## src/rtl/seq_logic_unit.sv

```systemverilog
// seq_logic_unit: bitwise logic unit with an optional accumulator operand,
//   feeding a 2-entry in-order output queue and a delivered-result counter.
// Latency: a result accepted on edge N is on o (out_valid=1) right after edge N.
// Backpressure: in_ready drops only when both queue entries are full. It is
//   decoded from registered state alone, so there is no out_ready -> in_ready path.
// Ports:
//   clk, rst           - clock, asynchronous active-high reset
//   a, b, op, acc      - operands, operation select, accumulator-as-A select
//   in_valid, in_ready - input handshake
//   o, out_valid, out_ready - output handshake, o is the queue head
//   count              - results delivered since reset, wraps modulo 2^CNT_W
module seq_logic_unit #(
  parameter int WIDTH = 8,
  parameter int CNT_W = 16
) (
  input  logic             clk,
  input  logic             rst,
  input  logic [WIDTH-1:0] a,
  input  logic [WIDTH-1:0] b,
  input  logic [2:0]       op,
  input  logic             acc,
  input  logic             in_valid,
  output logic             in_ready,
  output logic [WIDTH-1:0] o,
  output logic             out_valid,
  input  logic             out_ready,
  output logic [CNT_W-1:0] count
);

  typedef enum logic [1:0] {EMPTY = 2'd0, ONE = 2'd1, TWO = 2'd2} state_t;

  state_t           state, state_nxt;
  logic [WIDTH-1:0] head, head_nxt;
  logic [WIDTH-1:0] skid, skid_nxt;
  logic [WIDTH-1:0] acc_r;
  logic [WIDTH-1:0] opnd_a;
  logic [WIDTH-1:0] res;
  logic             in_xfer;
  logic             out_xfer;

  assign in_ready  = (state != TWO);
  assign out_valid = (state != EMPTY);
  assign o         = head;
  assign in_xfer   = in_valid & in_ready;
  assign out_xfer  = out_valid & out_ready;

  // Operand A comes from the accumulator when requested, which lets
  // consecutive accepted inputs chain with no bubble.
  always_comb begin
    opnd_a = acc ? acc_r : a;
    res    = '0;
    case (op)
      3'd0:    res = opnd_a & b;
      3'd1:    res = opnd_a | b;
      3'd2:    res = ~(opnd_a & b);
      3'd3:    res = ~(opnd_a | b);
      3'd4:    res = opnd_a ^ b;
      3'd5:    res = ~(opnd_a ^ b);
      3'd6:    res = ~opnd_a;
      default: res = ~b;
    endcase
  end

  always_comb begin
    state_nxt = state;
    head_nxt  = head;
    skid_nxt  = skid;
    case (state)
      EMPTY: begin
        if (in_xfer) begin
          state_nxt = ONE;
          head_nxt  = res;
        end
      end
      ONE: begin
        if (in_xfer && out_xfer) begin
          // Head leaves and is replaced in the same edge; depth unchanged.
          head_nxt = res;
        end else if (in_xfer) begin
          state_nxt = TWO;
          skid_nxt  = res;
        end else if (out_xfer) begin
          state_nxt = EMPTY;
        end
      end
      TWO: begin
        if (out_xfer) begin
          state_nxt = ONE;
          head_nxt  = skid;
        end
      end
      default: state_nxt = EMPTY;
    endcase
  end

  always_ff @(posedge clk or posedge rst) begin
    if (rst) begin
      state <= EMPTY;
      head  <= '0;
      skid  <= '0;
      acc_r <= '0;
      count <= '0;
    end else begin
      state <= state_nxt;
      head  <= head_nxt;
      skid  <= skid_nxt;
      if (in_xfer)  acc_r <= res;
      if (out_xfer) count <= count + 1'b1;
    end
  end

endmodule

```

## config.mk

```make
export PLATFORM = sky130hd
export DESIGN_NAME = seq_logic_unit
export DESIGN_NICKNAME = d
export VERILOG_FILES = /design/src/rtl/seq_logic_unit.sv
export SDC_FILE = /design/constraint.sdc
export NUM_CORES = 1
export LEC_CHECK = 0
export CAP_MARGIN = 20
export CORE_ASPECT_RATIO = 0.7
export CORE_UTILIZATION = 40
export DETAILED_ROUTE_END_ITERATION = 8
export SLEW_MARGIN = 20
export SYNTH_ARGS = -nofsm -noshare
export SYNTH_HDL_FRONTEND = slang
export SYNTH_SLANG_ARGS = --single-unit
```

## constraint.sdc

```tcl
create_clock -name clk -period 4.8 [get_ports clk]
set_input_delay 0.96 -clock clk [delete_from_list [all_inputs] [get_ports clk]]
set_output_delay 0.96 -clock clk [all_outputs]
set_load 0.01 [all_outputs]
```

== Yosys cells after proc, flatten, opt, wreduce, memory -nomap -nowiden ==
Cells that the tools add are included.

* Output and inout bits: 26
* Input bits: 24
* Register bits: 42
* Word-level logic and storage cells: 51

* Multiplexer cells: 12
* Equality and inequality tests: 14
* Bitwise operators: 11
* Add/sub/neg operators: 1
* Reduce and logical (&&, ||, !) cells: 8

{| class="wikitable"
|+ Operators by type and width
! operator !! number
|-
| one-hot mux 8 bit (7 select lines) || 1
|-
| NOT 8 bit || 5
|-
| 2-to-1 mux 8 bit || 4
|-
| one-hot mux 8 bit (3 select lines) || 1
|-
| adder 16 x 1 -> 16 bit (second input constant) || 1
|-
| 2-to-1 mux 2 bit || 5
|-
| inequality test 2 bit (second input constant) || 5
|-
| equality test 3 bit (second input constant) || 3
|-
| bitwise AND 8 bit || 1
|-
| bitwise OR 8 bit || 1
|-
| AND reduction 4 bit || 2
|-
| bitwise XOR 8 bit || 1
|-
| equality test 3 x 2 -> 1 bit (second input constant) || 2
|-
| one-hot mux 2 bit (3 select lines) || 1
|-
| equality test 3 x 1 -> 1 bit (second input constant) || 1
|-
| logical NOT 3 bit || 1
|-
| inequality test 3 bit (second input constant) || 1
|-
| AND reduction 3 bit || 1
|-
| nonzero test 3 bit || 1
|-
| bitwise AND 1 bit || 2
|-
| equality test 2 x 1 -> 1 bit (second input constant) || 1
|-
| equality test 2 bit (second input constant) || 1
|-
| logical NOT 2 bit || 1
|-
| nonzero test 2 bit || 1
|-
| other kinds (2) || 2
|}

== Longest topological paths before layout ==
Gate-level depths: netlist (run 1).

* Depth in word-level cells: 6
* Depth in mapped cells: 8
* Mapped depth without buffers: 7

== Worst setup path after synthesis (run 1) ==
No wires, ideal clock.

* Path kind: input-to-reg
* Start: input acc
* End: register skid[2]
* Stages: 8
* Buffers on the path: 1
* Setup time: 0.126 ns
* Path slack: 2.263 ns
* Arrival time: 2.411 ns
* Data required time: 4.674 ns
* Cells stage by stage: buf_2 -> mux2_2 -> inv_1 -> ha_1 -> mux2_2 -> mux2i_1 -> o221a_2 -> o21ai_0

* Longest elaborated chain between the ends: 4
* Elaborated cells between the ends (all ways): 9
* Classes of those cells: mux (2); bitwise (7)

{| class="wikitable"
|+ Ends and longest elaborated chain
! element !! line !! text
|-
| from (decl) || 21 || <nowiki>input logic acc,</nowiki>
|-
| 2-to-1 mux 8 bit * || 50 || <nowiki>opnd_a = acc ? acc_r : a;</nowiki>
|-
| bitwise XOR 8 bit, or another cell as far along || 57, 58 ||
|-
| NOT 8 bit (on tied branches) || 58, 55, 56 ||
|-
| one-hot mux 8 bit (7 select lines) * || 52 || <nowiki>case (op)</nowiki>
|-
| to (signal assigned) || 106 || <nowiki>skid <= skid_nxt;</nowiki>
|-
| to (decl) || 34 || <nowiki>logic [WIDTH-1:0] skid, skid_nxt;</nowiki>
|}

Every way passes the cells marked *; elsewhere a longest branch is shown, timed or not.
A chain may end at the register's enable or synchronous reset.

== Worst setup path after layout (run 1) ==
* Start: register state[0]
* End: output in_ready

* Longest elaborated chain between the ends: 1

{| class="wikitable"
|+ Ends and longest elaborated chain
! element !! line !! text
|-
| from (decl) || 32 || <nowiki>state_t state, state_nxt;</nowiki>
|-
| from (signal assigned) || 104 || <nowiki>state <= state_nxt;</nowiki>
|-
| inequality test 2 bit || 41 || <nowiki>assign in_ready = (state != TWO);</nowiki>
|-
| to (decl) || 23 || <nowiki>output logic in_ready,</nowiki>
|}

Every way passes these cells.

==> results of run 1 <==
state kept, by name, summed over array words and instances (netlist names):
register,cells
count,16
acc_r,8
o,8
skid,8
state,2
how the worst max path moves through the flow:
stage                     slack [ns]        to     start  depth (start not counted)
after global routing            1.68  in_ready  state[0]                          4
final                           1.81  in_ready  state[0]                          4
after detailed placement        1.54  acc_r[1]       acc                          8
after floorplan                 2.26   skid[2]       acc                          8
after CTS                       1.84  in_ready  state[0]                          4
after global placement          1.56   skid[3]       acc                          8
report_power, final:
group / switching (mW) / total (mW) / internal, mW / leakage [nW]
clock: 0.119 / 0.235 / 0.116 / 0.0482
combinational: 0.204 / 0.436 / 0.232 / 0.994
sequential: 0.0711 / 0.514 / 0.443 / 0.538
total: 0.394 / 1.18 / 0.791 / 1.58
metrics by stage:
stage | util [%] | hold WS (ns)
6_report | 51.1 | 0.483
5_1_grt | 51.1 | 0.509
4_1_cts | 51.1 | 0.486
3_5_place_dp | 49.8 | 0.465
3_3_place_gp | 49.8 | 0.457
2_1_floorplan | - | 0.442
final cells by class:
class / count / area, um2 / share of cell area [%]
tap: 94 / 118 / 3.37
timing repair buffer: 52 / 513 / 14.7
sequential: 42 / 1050 / 30.1
clock inverter: 1 / 5.00 / 0.144
inverter: 21 / 78.8 / 2.26
clock buffer: 7 / 86.3 / 2.48
multi-input combinational: 223 / 1640 / 46.9
synthesized netlist by cell type, types with 3 or more instances:
| master | n | area [um2] |
|---|---|---|
| nand4_1 | 5 | 31.3 |
| o21ai_0 | 12 | 60.1 |
| ha_1 | 17 | 213 |
| o221a_2 | 6 | 67.6 |
| mux2_2 | 13 | 146 |
| buf_2 | 8 | 40.0 |
| and2_1 | 9 | 56.3 |
| buf_4 | 3 | 22.5 |
| inv_1 | 20 | 75.1 |
| o21ai_1 | 18 | 90.1 |
| nand2_1 | 47 | 176 |
| mux2i_1 | 23 | 230 |
| o22ai_1 | 3 | 18.8 |
| nor3_1 | 5 | 25.0 |
| o21a_1 | 4 | 30.0 |
| dfrtp_1 | 42 | 1050 |
| nor2_1 | 5 | 18.8 |
| xnor2_1 | 13 | 114 |
| nand3_1 | 12 | 60.1 |
| a211oi_2 | 3 | 37.5 |
| and3_1 | 4 | 25.0 |
| xor2_1 | 3 | 26.3 |
kinds of logic (layout without fill, tap and decap cells):
group / count (synthesis) / in the layout / share of synthesized area, %
mux: 36 / 36 / 13.2
compound gates: 55 / 55 / 14.4
simple gates: 99 / 99 / 17.2
xor+xnor: 16 / 16 / 4.90
buf+inv: 37 / 81 / 6.16
fa+ha+maj: 17 / 17 / 7.43
flops: 42 / 42 / 36.7
critical path, delay by kind of cell (launching register included):
family	cells	cell delay, ns
buffers and inverters	3	1.11
flip-flops	1	0.54
AND/OR/NAND/NOR	1	0.09
routing by layer:
layer | vias to the layer above | global-route usage, % | routed length, um
met5 | - | 0 | 0
li1 | 1132 | - | -
met2 | 33 | 25.8 | 2630
met3 | 4 | 3.93 | 238
met1 | 1056 | 27.8 | 3370
met4 | 0 | 3.91 | 30
==> metrics, run 1 <==
outcome completed; die area 0.00750 mm2; # hold bufs at CTS 0; EDFF count, synth 0; gpl congestion 0.752; type of the most critical hold path flip-flop to flip-flop; CTS H-tree depth 2; CTS buffer count 5; detailed-route wire length 6.27 mm; drt first pass iters 4; total global routing overflow 0; gr usage total 18.1%; Tot Pwr 1.18 mW; commonest non-fill, non-tap cell in the layout clkdlybuf4s50_1; vias per inst 5.06; max_slew headroom 39.4%; post-synthesis sequential area ratio 36.7%; CP max FO 11; Yosys warnings 0; final setup fails 0; Filler cells 676; WP data required 3.84 ns; R2R depth 7; CP max stage cell clkdlybuf4s50_1; Syn Std Cell Area 0.00286 mm2; non-filler cells, final 440; syn nets 343; Leak 1.58 nW; Yosys reg bits 42; setup ws final 1.81 ns; CP endpoint kind output pin; share of layout cells above drive strength 1 11.3%; WL/cell 14.3 um; Cell Pwr Density 340 mW/mm2; initial antenna violation count 0; I/O Buffers 49; Max-Cap Viols 0; core region area 0.00682 mm2; clock tree buffer depth 2; Post-synth top flop dfrtp_1; pin count of the biggest net entering global routing 43; Worst Tran Pin Value 0.906 ns; # nets final 386; unrepaired setup endpoints after global routing false; DP Cell Count 432; Initial Util 42.0%; Max stage delay on crit path 0.62 ns; Final Cell Area 0.00349 mm2; hold path start skid[3]; FF-to-FF End acc_r[1]; clk slew on worst S/H paths 0.08 ns; Synth cell types 44; Final period util 62.3%; n_diodes 0; Area Overhead vs Synth 21.8%; Post-synth ARST share 100%; cell count after synthesis 302; minimum clock period 2.99 ns; clock root buffer clkbuf_8; Fin Setup TNS 0 ns; Worst Hold Endpoint skid[3]; Vias 2225; postcts setup bufs 0; DRC viols 0; placed cell areas 0.00340 mm2; fmax 334 MHz; commonest non-fill, non-tap cells in the layout clkdlybuf4s50_1 (49), nand2_1 (47), dfrtp_1 (42); first-pass GRT wire length 10.4 mm; clk sinks 42; Site Rows 25; vias in the first global route 2144; Die X 103 um; reg2reg start acc_r[1]; Critical Path, Cell by Cell nor2b_1 > buf_4 > inv_1 > clkdlybuf4s50_1; Fin Clk Skew 0.00470 ns; post_cts resized 0; Max rail drop VDD 0.000151 V; Worst setup SP type flip-flop; Skew-Pair Late Insertion Delay 0.29 ns; Hold Path Cell Cnt 2; 1st-iter DRT viols 84; TritonCTS clock tree yes; IO Pins 50; Syn Area/Cell 9.48 um2; Hold Fails Final Rpt 0; Place WS 1.54 ns; Die Height 72.8 um; arrival time at the worst endpoint 2.03 ns; crit path kind flip-flop to output pin; Max Slew Vio Count 0; Antenna Nets Post-Route 0; post-DP HPWL 4.74 mm; setup slack, reg-to-reg 2.97 ns
Note: power is estimated with default switching activity, not from simulation.
==> inputs of run 2 (changes only) <==
- clock period: 4.8 -> 3.1 ns (I/O delays scaled with it)
==> metrics, run 2 (synthesized netlist as in run 1, its figures left out) <==
outcome completed; gpl congestion 0.778 (+3.5%); postcts setup bufs 0 (unchanged); grt met2 use 28.7% (+3.0 points); detailed-route wire length 6.57 mm (+4.8%); CP endpoint in_ready; non-filler cells, final 444 (+0.91%); commonest non-fill, non-tap cells in the layout clkdlybuf4s50_1 (49), nand2_1 (47), dfrtp_1 (42); Area Overhead vs Synth 22.9%; busiest grt layer met2; Fin Setup TNS 0 ns (unchanged); Max-Cap Viols 0 (unchanged); Tot Pwr 1.84 mW (+55%); vias in the first global route 2137 (-0.33%); clock root buffer clkbuf_8; Top reg by flops count; share of layout cells above drive strength 1 12.3% (+1.0 points); commonest non-fill, non-tap cell in the layout clkdlybuf4s50_1; total global routing overflow 0 (unchanged); final setup fails 0 (unchanged); family with the most delay on the worst path simple AND/OR/NAND/NOR gates; Antenna Nets Post-Route 0 (unchanged); FF-to-FF End acc_r[6]; Die X 103 um (unchanged); TritonCTS clock tree yes; DP Cell Count 436 (+0.93%); crit path kind flip-flop to output pin; gr usage total 18.5% (+0.41 points); R2R depth 6 (-1); Vias 2312 (+3.9%); reg2reg start state[0]; Place WS 0.310 ns (-1.23 ns); setup slack, reg-to-reg 0.96 ns (-2.01 ns); hold slack 0.474 ns (-0.00874 ns); I/O Buffers 49 (unchanged); die area 0.00750 mm2 (unchanged); WP depth 3 (-1); Max stage delay on crit path 0.67 ns (+0.05 ns); CTS buffer count 5 (unchanged); CP max FO 10 (-1); post_cts resized 0 (unchanged); Max Slew Vio Count 0 (unchanged); M1 GR Usage 27.4% (-0.36 points); # nets final 390 (+1.0%); Site Rows 25 (unchanged); IO Pins 50 (unchanged); clock tree buffer depth 2 (unchanged); n_diodes 0 (unchanged); setup ws final 0.347 ns (-1.46 ns); Cell Pwr Density 524 mW/mm2 (+54%); Worst Tran Pin Value 0.802 ns (-0.103 ns); unrepaired setup endpoints after global routing false; initial antenna violation count 0 (unchanged); first-pass GRT wire length 10.7 mm (+2.0%); max_slew headroom 46.4% (+7.0 points); Final Cell Area 0.00352 mm2 (+0.86%); WL/cell 14.8 um (+3.8%); Skew-Pair Late Insertion Delay 0.29 ns (about the same); Worst setup SP type flip-flop; Max rail drop VDD 0.000186 V (+23%); clk sinks 42 (unchanged); Die Height 72.8 um (unchanged); Critical Path, Cell by Cell nor2b_1 > inv_1 > clkdlybuf4s50_1; minimum clock period 2.75 ns; DRC viols 0 (unchanged); clk slew on worst S/H paths 0.08 ns (about the same); arrival time at the worst endpoint 2.13 ns (+0.10 ns); # hold bufs at CTS 0 (unchanged); drt first pass iters 4 (unchanged); WP data required 2.48 ns (-1.36 ns); met3 GRT Util 3.54% (-0.38 points); final core occ 51.6% (+0.44 points); CP max stage cell nor2b_1; post-DP HPWL 4.77 mm (+0.60%); CP bufs+invs 2 (-1); Initial Util 42.0% (unchanged); vias per inst 5.21 (+3.0%); CP endpoint kind output pin; max reg flops 16 (unchanged); type of the most critical hold path flip-flop to flip-flop; placed cell areas 0.00343 mm2 (+0.88%); pin count of the biggest net entering global routing 43 (unchanged); Crit. Startpoint state[0]; fmax 363 MHz; Leak 1.60 nW (+1.1%); Fin Clk Skew 0.00839 ns (+0.00369 ns); 1st-iter DRT viols 59 (-30%); core region area 0.00682 mm2 (unchanged); Hold Fails Final Rpt 0 (unchanged); Final period util 88.8%; CTS H-tree depth 2 (unchanged)
## run 2: changes by cell type in the layout (fill, tap and decap cells not counted)
cell	previous run	this run
buf_4	3	7
## run 2: how the worst min path moves through the flow
stage                   start         to  slack [ns]  depth (start not counted)
finish                skid[3]    skid[3]        0.47                          2
global route        count[15]  count[15]        0.51                          1
CTS                   skid[3]    skid[3]        0.48                          2
detailed placement    skid[3]    skid[3]        0.46                          2
global placement      skid[3]    skid[3]        0.46                          2
floorplan             skid[0]    skid[0]        0.44                          2
## run 2: cell type report
class	count	area, um2
Clock buffer	7	86.3
Clock inverter	1	5.00
Fill cell	664	3300
Inverter	21	78.8
Multi-Input combinational cell	223	1640
Sequential cell	42	1050
Tap cell	94	118
Timing Repair Buffer	56	543
## run 2: power breakdown
| part | switching [mW] | internal [mW] |
|---|---|---|
| logic | 0.322 | 0.362 |
| clock network | 0.187 | 0.180 |
| registers | 0.106 | 0.685 |
## run 2: metal layers
| layer | wire, um | vias to the layer above | part of all wire (%) |
|---|---|---|---|
| met3 | 249 | 5 | 3.8 |
| met4 | 29 | 0 | 0.44 |
| met1 | 3440 | 1115 | 52 |
| li1 | - | 1145 | - |
| met5 | 0 | - | 0 |
| met2 | 2860 | 47 | 43 |
## run 2: worst register-to-register path, delay by kind of cell, from the launching register on
family | cells | cell delay [ns]
compound gates | 1 | 0.06
buf+inv | 2 | 0.39
flops | 1 | 0.49
simple gates | 3 | 1.10
==> inputs of run 3 (changes only) <==
- SETUP_SLACK_MARGIN: default -> 0.5
==> metrics, run 3 (synthesized netlist as in run 1, its figures left out) <==
outcome completed; WL/cell 14.9 um (+0.49%); Leak 1.60 nW (about the same); Flop pwr share 43.0% (about the same); Antenna Nets Post-Route 0 (unchanged); max reg flops 16 (unchanged); Area Overhead vs Synth 23.1%; clock tree buffer depth 2 (unchanged); Worst setup SP type input pin; unrepaired setup endpoints after global routing false; IO Pins 50 (unchanged); Filler cells 664 (unchanged); WP data required 3.27 ns (+0.79 ns); # nets final 390 (unchanged); postcts setup bufs 0 (unchanged); DRC viols 0 (unchanged); core region area 0.00682 mm2 (unchanged); drt first pass iters 4 (unchanged); logic gate share of total power 37.1% (about the same); Clk pwr share 19.9% (about the same); Final period util 81.1% (-7.7 points); Max-Cap Viols 0 (unchanged); TritonCTS clock tree yes; CP endpoint kind flip-flop; Internal Pwr Total 1.23 mW (about the same); Psw 0.619 mW (+0.65%); detailed-route wire length 6.61 mm (+0.49%); type of the most critical hold path flip-flop to flip-flop; Worst Tran Pin Value 0.584 ns (-0.218 ns); final setup fails 0 (unchanged); hold slack 0.478 ns (+0.00351 ns); fmax 398 MHz (+9.6%); arrival time at the worst endpoint 2.69 ns (+0.56 ns); n_diodes 0 (unchanged); clock root buffer clkbuf_8; clk sinks 42 (unchanged); CTS H-tree depth 2 (unchanged); I/O Buffers 49 (unchanged); die area 0.00750 mm2 (unchanged); first-pass GRT wire length 10.7 mm (+0.33%); total global routing overflow 0 (unchanged); Fin Setup TNS 0 ns (unchanged); Max rail drop VDD 0.000189 V (+1.7%); clk slew on worst S/H paths 0.07 ns (about the same); gr usage total 18.5% (+0.041 points); Site Rows 25 (unchanged); Initial Util 42.0% (unchanged); pin count of the biggest net entering global routing 43 (unchanged); max_slew headroom 60.8% (+14 points); CP max FO 8 (-2); Top reg by flops count; 1st-iter DRT viols 64 (+8.5%); Fin Clk Skew 0.00841 ns (+0.0000204 ns); Skew-Pair Late Insertion Delay 0.29 ns (about the same); gpl congestion 0.778 (unchanged); Vias 2291 (-0.91%); Max Slew Vio Count 0 (unchanged); initial antenna violation count 0 (unchanged); post-DP HPWL 4.77 mm (unchanged); commonest non-fill, non-tap cell in the layout clkdlybuf4s50_1; Die X 103 um (unchanged); crit path kind input pin to flip-flop; vias per inst 5.16 (-0.91%); share of layout cells above drive strength 1 12.6% (+0.29 points); commonest non-fill, non-tap cells in the layout clkdlybuf4s50_1 (49), nand2_1 (47), dfrtp_1 (42); Die Height 72.8 um (unchanged); Cell Pwr Density 524 mW/mm2 (about the same); vias in the first global route 2148 (+0.51%); Sw Ratio 33.5% (+0.12 points); minimum clock period 2.51 ns (-0.240 ns); Hold Fails Final Rpt 0 (unchanged); CTS buffer count 5 (unchanged)
-- run 3: cell types whose count changed in the layout (fill, tap and decap cells not counted) --
cell     change
nor2b_1      -1
nor2b_4      +1
-- run 3: through the flow --
stage | power [mW] | cell area [um2] | setup slack (ns) | cells | utilization [%]
after floorplan | 1.20 | 2860 | 0.903 | 302 | -
after global placement | 1.48 | 3430 | 0.350 | 436 | 50.2
after detailed placement | 1.49 | 3430 | 0.310 | 436 | 50.2
after CTS | 1.86 | 3520 | 0.581 | 444 | 51.6
after global routing | 1.97 | 3520 | 0.522 | 444 | 51.7
final | 1.85 | 3520 | 0.587 | 444 | 51.7
-- run 3: final timing paths --
| check | startpoint | end | slack (ns) | cells past startpoint |
|---|---|---|---|---|
| max in group asynchronous | rst | o[2] | 1.96 | 3 |
| hold / removal | skid[2] | skid[2] | 0.48 | 2 |
| setup / recovery | acc | o[5] | 0.59 | 9 |
| min in group asynchronous | rst | count[8] | 0.76 | 3 |
| hold reg to reg | skid[2] | skid[2] | 0.48 | 2 |
| setup reg to reg | acc_r[5] | o[5] | 1.22 | 7 |
-- run 3: power groups by stage --
| stage | clock network, mW | registers (mW) | logic, mW |
|---|---|---|---|
| 6_report | 0.368 | 0.794 | 0.685 |
| 2_1_floorplan | 0 | 0.811 | 0.392 |
| 5_1_grt | 0.400 | 0.815 | 0.759 |
| 4_1_cts | 0.375 | 0.794 | 0.692 |
| 3_3_place_gp | 0 | 0.804 | 0.678 |
| 3_5_place_dp | 0 | 0.802 | 0.688 |
-- run 3: area by class of cell --
cell class                 count  area (um2)  area share, %
multi-input combinational    223        1640           46.6
tap                           94         118           3.34
clock inverter                 1        5.00          0.142
inverter                      21        78.8           2.24
timing repair buffer          56         543           15.4
clock buffer                   7        86.3           2.45
sequential                    42        1050           29.8
-- run 3: layer usage --
layer,track usage (%),up-vias,share of wire [%],routed length [um]
li1,-,1143,-,-
met5,0,-,0,0
met1,27.3,1101,53,3500
met3,3.74,7,3.6,239
met4,2.66,0,0.51,34
met2,28.7,40,43,2830
-- run 3: repair_timing --
action / CTS / global route
resized for setup: 1 / 1
endpoints found under the setup margin: 1 / 1
hold buffers: 0 / 0
cloned: 0 / 0
-- run 3: critical path, cell delays in order --
cell	delay, ns
clkdlybuf4s50_1	0.46
buf_4	0.17
mux2_2	0.39
inv_1	0.07
ha_1	0.23
mux2_2	0.27
mux2i_1	0.16
o221a_2	0.24
o21ai_1	0.07
==> variant: new RTL, flow settings as in run 3 <==
Set the parameter `WIDTH` to 6 (it was 8).
--- a/src/rtl/seq_logic_unit.sv
+++ b/src/rtl/seq_logic_unit.sv
@@ -11,5 +11,5 @@
 //   count              - results delivered since reset, wraps modulo 2^CNT_W
 module seq_logic_unit #(
-  parameter int WIDTH = 8,
+  parameter int WIDTH = 6,
   parameter int CNT_W = 16
 ) (
Interface: changed (resized a, b and o); port bits go from 50 to 44. No check against the original RTL was run, so the function may have changed too.
==> variant against run 3 <==
  * Cell area shrank 17%
  * Via count shrank 19%
  * Wire length shrank 27%
  * Synthesized area shrank 19%
  * Sequential cell count shrank 6
  * Setup slack gained 9.6 ps
  * Power shrank 8.2%
  * Global-route usage shrank 1.8 points
  * Core utilization grew 2.2 points
==> variant: results (changes against run 3) <==
- Mapped Avg Cell Area: 9.31 µm² (-1.8%)
- First-pass GRT wire length: 8000 µm (-25%)
- Final Non-Filler Cells: 363 (-18%)
- Synth top cells by count: dfrtp_1 (36), nand2_1 (29), inv_1 (18), ha_1 (13)
- GRT Util Overall: 0.167 (-0.0183)
- Synth Warn #: 0 (unchanged)
- Status: finished, final reports clean
- Post-synth ARST share: 1.00 (unchanged)
- Placed cell area: 0.00278 mm² (-19%)
- PortBufs: 43 (-12%)
- Synth top area cells: dfrtp_1 (39%), ha_1 (7.0%), nand2_1 (4.7%)
- Slowest cell on crit path: dlygate4sd2_1
- Xor-xnor portion of the synthesized cell area: 0.0643 (+0.0153)
- Syn_nets: 282 (-18%)
- Worst-path clk slew: 70 ps (about the same)
- Diodes inserted: 0 (unchanged)
- Actual slew at the worst max-slew pin: 452 ps (-132 ps)
- Total iterations of the first detailed-routing run: 6 (+2)
- Worst Hold Class: reg2reg
- Largest register FFs: 16 (unchanged)
- Layout net count: 323 (-17%)
- Vias in the first global route: 1661 (-23%)
- Post-synth cell types: 44 (unchanged)
- CTS root buf: clkbuf_8
- Mux cell area share after synthesis: 0.0632 (-0.0684)
- Initial antenna violation count: 0 (unchanged)
- DRT Wirelength: 4840 µm (-27%)
- Clk Latency, worst-skew pair: 280 ps
- Synth Area in Compound Gates: 0.168 (+0.0242)
- Adder-cell share of the synthesized area: 0.0702 (-0.00411)
- Largest net degree at the start of global routing: 37 (-14%)
- Vias per Instance: 5.09 (-1.4%)
- Num CTS Buffers: 5 (unchanged)
- Hpwl dp: 3640 µm (-24%)
- Post-synthesis sequential area ratio: 0.389 (+0.0216)
- Fillers: 510 (-23%)
- Leak pwr: 1.32 nW (-17%)
- Crit path max fanout: 6 (-2)
- Layout Skew: 6.73 ps (-1.68 ps)
- Routability cong.: 0.762 (-2.0%)
- Delay-heaviest family, CP: compound AO/OA/AOI/OAI gates
- Peak per-stage delay on the critical path: 410 ps (-50 ps)
- Crit path DAT: 2670 ps (-20 ps)
- Layout cells sized above 1: 0.0859 (-0.0398)
- Iteration-0 DRC count of the detailed router: 100 (+56%)
- Maximum VDD drop: 392 µV (+110%)
variant: cell count changes after synthesis, sizes merged, moves of 5 or more:
cell   delta
nand3     -7
o31ai     +5
and2      -6
a21oi     +9
o21ai    -13
dfrtp     -6
mux2      -8
nand2    -18
nor3      +6
o221a     -7
mux2i    -14
variant: final cells by class:
cell class                      count  share of cell area
Tap cell                           72              0.0310
Clock buffer                        7              0.0331
Inverter                           18              0.0232
Clock inverter                      1              0.0103
Multi-Input combinational cell    179               0.427
Timing Repair Buffer               50               0.166
Sequential cell                    36               0.310
variant: repair_timing:
action	4_1_cts	5_1_grt
resized for setup	1	0
hold buffers	0	0
endpoints found under the setup margin	9	0
variant: worst paths after layout:
path,startpoint,to,slack [ps],depth (start not counted)
worst max-delay path,acc,o[5]$_DFFE_PP0P_,600,8
worst min-delay path,o[3]$_DFFE_PP0P_,o[3]$_DFFE_PP0P_,480,1
worst max register to register,acc_r[5]$_DFFE_PP0P_,o[5]$_DFFE_PP0P_,1080,7
worst min register to register,o[3]$_DFFE_PP0P_,o[3]$_DFFE_PP0P_,480,1
max in group asynchronous,rst,count[3]$_DFFE_PP0P_,2030,3
min in group asynchronous,rst,o[4]$_DFFE_PP0P_,740,3
variant: power breakdown:
group	switching (mW)	leakage (nW)	internal, mW
clock network	0.165	0.0645	0.284
logic	0.258	0.798	0.303
registers	0.0960	0.459	0.590
total	0.519	1.32	1.18
variant: per-stage QoR:
stage                     setup slack (ps)   util
after CTS                              605  0.539
after global routing                   507  0.539
after detailed placement              38.2  0.516
after floorplan                        847      -
final                                  597  0.539
after global placement               -4.18  0.516
variant: per-layer routing:
metal	vias to the layer above	GRT usage	wire, µm
met5	-	0	0
met4	0	0.0346	5
met3	2	0.0370	185
met2	39	0.234	2000
met1	852	0.258	2650
li1	953	-	-
